## config.mk

```make
export PLATFORM = sky130hd
export DESIGN_NAME = rxe_preamble_strip
export DESIGN_NICKNAME = d
export VERILOG_FILES = /design/src/rtl/rxe_preamble_strip.sv
export SDC_FILE = /design/constraint.sdc
export NUM_CORES = 1
export LEC_CHECK = 0
export CORE_ASPECT_RATIO = 2
export CORE_MARGIN = 4
export CORE_UTILIZATION = 40
export DETAILED_ROUTE_END_ITERATION = 10
export PLACE_DENSITY = 0.71
export SYNTH_ARGS = -nofsm -noshare
export SYNTH_HDL_FRONTEND = slang
export SYNTH_SLANG_ARGS = --single-unit
```

## constraint.sdc

```tcl
create_clock -name i_clk -period 3.4 [get_ports i_clk]
set_clock_uncertainty 0.1 [all_clocks]
set_input_delay 1.02 -clock i_clk [delete_from_list [all_inputs] [get_ports i_clk]]
set_output_delay 1.02 -clock i_clk [all_outputs]
set_load 0.005 [all_outputs]
```

## src/rtl/rxe_preamble_strip.sv

```systemverilog
// Ethernet RX preamble/SFD stripper: checks the preamble, drops bad frames
// and forwards payload with one byte of look-ahead to mark the last byte.
module rxe_preamble_strip #(
    parameter int          MIN_SYNCS = 7,
    parameter logic [7:0]  SYNC_BYTE = 8'h55,
    parameter logic [7:0]  SFD_BYTE  = 8'hd5,
    parameter int          CNTW      = 16
) (
    input  logic            i_clk,
    input  logic            i_reset,
    input  logic            i_ce,
    input  logic            i_en,
    input  logic            i_v,
    input  logic [7:0]      i_d,
    output logic            o_v,
    output logic [7:0]      o_d,
    output logic            o_last,
    output logic            o_err,
    output logic [CNTW-1:0] o_drops
);

    typedef enum logic [1:0] {
        IDLE,
        PREAMBLE,
        PAYLOAD,
        DISCARD
    } state_t;

    localparam logic [3:0] MIN_N = 4'(MIN_SYNCS);

    state_t            state_q, state_d;
    logic [3:0]        nsyncs_q, nsyncs_d;
    logic              h_v_q, h_v_d;
    logic [7:0]        h_d_q, h_d_d;
    logic              o_v_q, o_v_d;
    logic [7:0]        o_d_q, o_d_d;
    logic              o_last_q, o_last_d;
    logic              o_err_q, o_err_d;
    logic [CNTW-1:0]   drops_q, drops_d;
    logic              drop;

    always_ff @(posedge i_clk) begin
        if (i_reset) begin
            state_q  <= IDLE;
            nsyncs_q <= '0;
            h_v_q    <= 1'b0;
            h_d_q    <= '0;
            o_v_q    <= 1'b0;
            o_d_q    <= '0;
            o_last_q <= 1'b0;
            o_err_q  <= 1'b0;
            drops_q  <= '0;
        end else begin
            state_q  <= state_d;
            nsyncs_q <= nsyncs_d;
            h_v_q    <= h_v_d;
            h_d_q    <= h_d_d;
            o_v_q    <= o_v_d;
            o_d_q    <= o_d_d;
            o_last_q <= o_last_d;
            o_err_q  <= o_err_d;
            drops_q  <= drops_d;
        end
    end

    always_comb begin
        state_d  = state_q;
        nsyncs_d = nsyncs_q;
        h_v_d    = h_v_q;
        h_d_d    = h_d_q;
        o_v_d    = o_v_q;
        o_d_d    = o_d_q;
        o_last_d = o_last_q;
        o_err_d  = o_err_q;
        drops_d  = drops_q;
        drop     = 1'b0;

        // Outputs are single-strobe registered values; refresh only on i_ce.
        if (i_ce) begin
            o_v_d    = 1'b0;
            o_d_d    = '0;
            o_last_d = 1'b0;
            o_err_d  = 1'b0;

            if (!i_en) begin
                state_d = IDLE;
                o_v_d   = i_v;
                o_d_d   = i_v ? i_d : 8'h00;
            end else begin
                unique case (state_q)
                    IDLE: begin
                        if (i_v) begin
                            if (i_d == SYNC_BYTE) begin
                                state_d  = PREAMBLE;
                                nsyncs_d = 4'd1;
                            end else begin
                                state_d = DISCARD;
                                drop    = 1'b1;
                            end
                        end
                    end
                    PREAMBLE: begin
                        if (!i_v) begin
                            state_d = IDLE;
                            drop    = 1'b1;
                        end else if (i_d == SYNC_BYTE) begin
                            if (nsyncs_q < MIN_N)
                                nsyncs_d = nsyncs_q + 4'd1;
                        end else if (i_d == SFD_BYTE && nsyncs_q >= MIN_N) begin
                            state_d = PAYLOAD;
                            h_v_d   = 1'b0;
                        end else begin
                            state_d = DISCARD;
                            drop    = 1'b1;
                        end
                    end
                    PAYLOAD: begin
                        o_v_d = h_v_q;
                        o_d_d = h_v_q ? h_d_q : 8'h00;
                        if (i_v) begin
                            h_d_d = i_d;
                            h_v_d = 1'b1;
                        end else begin
                            // Flush the held byte as the frame's last.
                            o_last_d = h_v_q;
                            h_v_d    = 1'b0;
                            state_d  = IDLE;
                        end
                    end
                    DISCARD: begin
                        if (!i_v)
                            state_d = IDLE;
                    end
                    default: state_d = IDLE;
                endcase

                if (drop) begin
                    o_err_d  = 1'b1;
                    nsyncs_d = '0;
                    if (drops_q != '1)
                        drops_d = drops_q + CNTW'(1);
                end
            end
        end
    end

    assign o_v     = o_v_q;
    assign o_d     = o_d_q;
    assign o_last  = o_last_q;
    assign o_err   = o_err_q;
    assign o_drops = drops_q;

endmodule

```

==> metrics.md <==
| Metric | Value |
|---|---|
| Clock Path Buffers | 2 |
| Max-slew violation count | 0 |
| Critical-path cell list | clkdlybuf4s50_1 -> and4bb_2 -> o2111ai_4 -> o211ai_4 -> nor4b_1 -> mux2_2 |
| Mux contribution to synthesized area | 5.60% |
| Syn avg cell area | 8.60 sq um |
| Pre-CTS setup slack | roughly 0.21 ns |
| Antenna violations before repair | 0 |
| CTS tree | built |
| Row cnt | 37 |
| Routed Antenna Nets | 0 |
| Post-synth ARST share | 0% |
| Pwr dens | approximately 360 mW/mm^2 |
| First-pass GRT wire length | 8850 microns |
| Ports | 40 |
| Clock Sinks | between 40 and 50 |
| Multi-input logic area | approximately 0.0012 sq mm |
| IO buf count | 39 |
| WL per Instance | 15.1 microns |
| Worst-skew pair later-pin latency | 0.30 ns |
| Critical path's largest stage delay | between 0.5 and 0.6 ns |
| Relative slew slack | 66.5% |
| EDFF count, synth | 0 |
| Yosys top cell by area | dfxtp_1 |
| Via density | 5.75 |
| GRT Util Overall | between 15 and 20% |
| Nets | 295 |
| Top achievable clock speed | around 0.35 GHz |
| Final wirelength | 5120 microns |
| Fillers | 507 |
| CP max stage cell | clkdlybuf4s50_1 |
| Yosys cell types | 48 |
| CTS root buffer | clkbuf_8 |
| Number of synthesized register bits | 42 |
| Ys Warns | 0 |
| Core ar. | ~0.0051 sq mm |
| Final RePlAce weighted congestion | 0.872 |
| CTS clk-pin slew, worst paths | 0.08 ns |
| Cts bufs inserted | 5 |
| Largest family of logic cells by synthesized area | simple AND/OR/NAND/NOR gates |
| LEAKAGE | approximately 0.91 nW |
| Post-synthesis compound-gate area fraction | 21.1% |
| Ys flop type | dfxtp_1 |
| Post-route setup slack | about 0.54 ns |
| CTS Hold Bufs | 0 |
| Adder-Cell Fraction of Synth Area | 1.19% |
| Worst vdd ir | 0.333 mV |
| Hold Path Class | reg2reg |
| DR vias | 1,950 |
| RSZ-0062 raised after global routing | no |
| Worst-path fanout max | 18 |
| Area Overhead vs Synth | 25.4% |
| # setup viols final | 0 |
| Starting DRT DRC Count | 68 |
| Die Span X | 59.2 microns |
| Hold Fails Final Rpt | 0 |
| Setup crit end kind | flip-flop |
| Ant. Diodes | 0 |
| Full die area | 0.00654 sq mm |
| Total grt overflow | 0 |
| Post-Syn Area | 0.00210 sq mm |
| Largest net degree at the start of global routing | 47 |
| Share of cells above drive strength 1 | around 10% |
| Post_cts resized | 0 |
| Sequential area share after synthesis | 40.0% |
| Top-area cell type share of the netlist area | 40.0% |
| Syn_nets | 259 |
| Register area | 841 sq um |
| # Post-CTS Setup Buffers | 0 |
| Post-layout min period | 2.86 ns |
| Crit share post-route | a little over four fifths |
| Most common cell in the synthesized netlist | dfxtp_1 |
| CP Launch Type | input pin |
| Synth Area in XOR/XNOR | 0% |
| Top cell types by occurrence after synthesis | 42 x dfxtp_1, 31 x nor2_1, 20 x a21oi_1, 16 x nand2_1, 12 x o21ai_0 |
| Simple-Gate Fraction of Synth Area | 27.4% |
| Top delay family on crit path | simple AND/OR/NAND/NOR gates |
| WP data arrival | 2.95 ns |
| Bufs and invs on worst path | 1 |
| Drt pass-1 iters | 4 |
| Total negative slack | 0 ns |
| Status | finished, final reports clean |
| Crit Path Class | in2reg |
| Die Span Y | 110 microns |
| Max_cap viols | 0 |
| Cell Count, Final, Fillers Out | around 340 |
| # DRC | 0 |
| Vias in the first global route | around 2k |
| Synth Instances | roughly 240 |
| Starting Density | 40.9% |
| Top cells by area, synth | dfxtp_1 40%, nor2_1 5.5%, a21oi_1 4.8% |
| Hpwl dp | 3720 microns |
| Worst path required time | 3.49 ns |
| H-tree levels | 2 |
| Dpl cells | 331 |
| Worst-Margin Slew | 0.498 ns |
==> state kept, by name, summed over array words and instances, names as in the netlist <==
register	count
o_v	1
o_err	1
h_d_q	8
o_last	1
state_q	2
h_v_q	1
o_d	8
nsyncs_q	4
o_drops	16
==> path summary, 6_finish.rpt <==
kind         slack [ns]          end         from  cells after the start
min                0.38        o_err        o_err                      2
min reg2reg        0.38        o_err        o_err                      2
max                0.54  o_drops[11]       i_d[5]                      6
max reg2reg        1.15  o_drops[11]  nsyncs_q[0]                      6
==> metal layers <==
metal | GRT usage [%] | wire (microns) | up-vias
met4 | 9.08 | 171 | 0
met1 | 17.7 | 2000 | 921
met2 | 29.5 | 2790 | 49
met3 | 3.16 | 154 | 16
li1 | - | - | 964
met5 | 0 | 0 | -
==> power by group <==
part	total [W]	internal, W	switching, W
Clock	0.000337	0.000163	0.000174
Combinational	0.0000992	0.0000502	0.0000489
Sequential	0.000512	0.000502	0.00000965
==> tightest hold or removal path, cell delays in order (launching register included) <==
cell and delay, ns:
dfxtp_1 0.32, nand2b_1 0.06, a21oi_1 0.06
==> stage by stage <==
stage / utilization [%] / hold slack [ns] / instance area, sq um / power, W
6_report: 51.2 / 0.384 / 2630 / 0.000948
5_1_grt: 51.2 / 0.418 / 2630 / 0.000993
4_1_cts: 51.2 / 0.383 / 2630 / 0.000959
3_5_place_dp: 49.4 / 0.368 / 2540 / 0.000623
3_3_place_gp: 49.4 / 0.356 / 2540 / 0.000621
2_1_floorplan: - / 0.349 / 2100 / 0.000573
==> cell families (layout without fill, tap and decap cells) <==
kind of cell	after synthesis	in the layout
adder cells (fa/ha/maj)	2	2
AND/OR/NAND/NOR	106	106
multiplexers	11	11
flip-flops	42	42
AO/OA/AOI/OAI	64	64
buffers and inverters	19	56
==> layout by cell type, fill, tap and decap left out, types with 2 or more instances in the layout <==
| cell type | count |
|---|---|
| o31a_1 | 2 |
| mux2i_1 | 8 |
| nand2b_1 | 4 |
| clkbuf_8 | 6 |
| a22oi_1 | 8 |
| ha_1 | 2 |
| clkdlybuf4s50_1 | 39 |
| nor2b_1 | 6 |
| inv_1 | 2 |
| buf_4 | 6 |
| nor2_1 | 31 |
| o21ai_0 | 12 |
| nor3_1 | 5 |
| o22ai_1 | 2 |
| nand3_1 | 9 |
| dfxtp_1 | 42 |
| mux2_2 | 2 |
| and3_1 | 4 |
| a211oi_1 | 10 |
| nand2_1 | 16 |
| nand4_1 | 8 |
| or3_1 | 10 |
| a21oi_1 | 20 |
==> cell type report <==
cell class | count | area share (%)
multi-input cells | 183 | 44.1
inverters | 2 | 0.285
flip-flops and latches | 42 | 31.9
clock buffers | 6 | 3.14
well taps | 58 | 2.76
clock inverters | 2 | 0.475
repair buffers | 46 | 17.3
(Power assumes the default switching activity.)
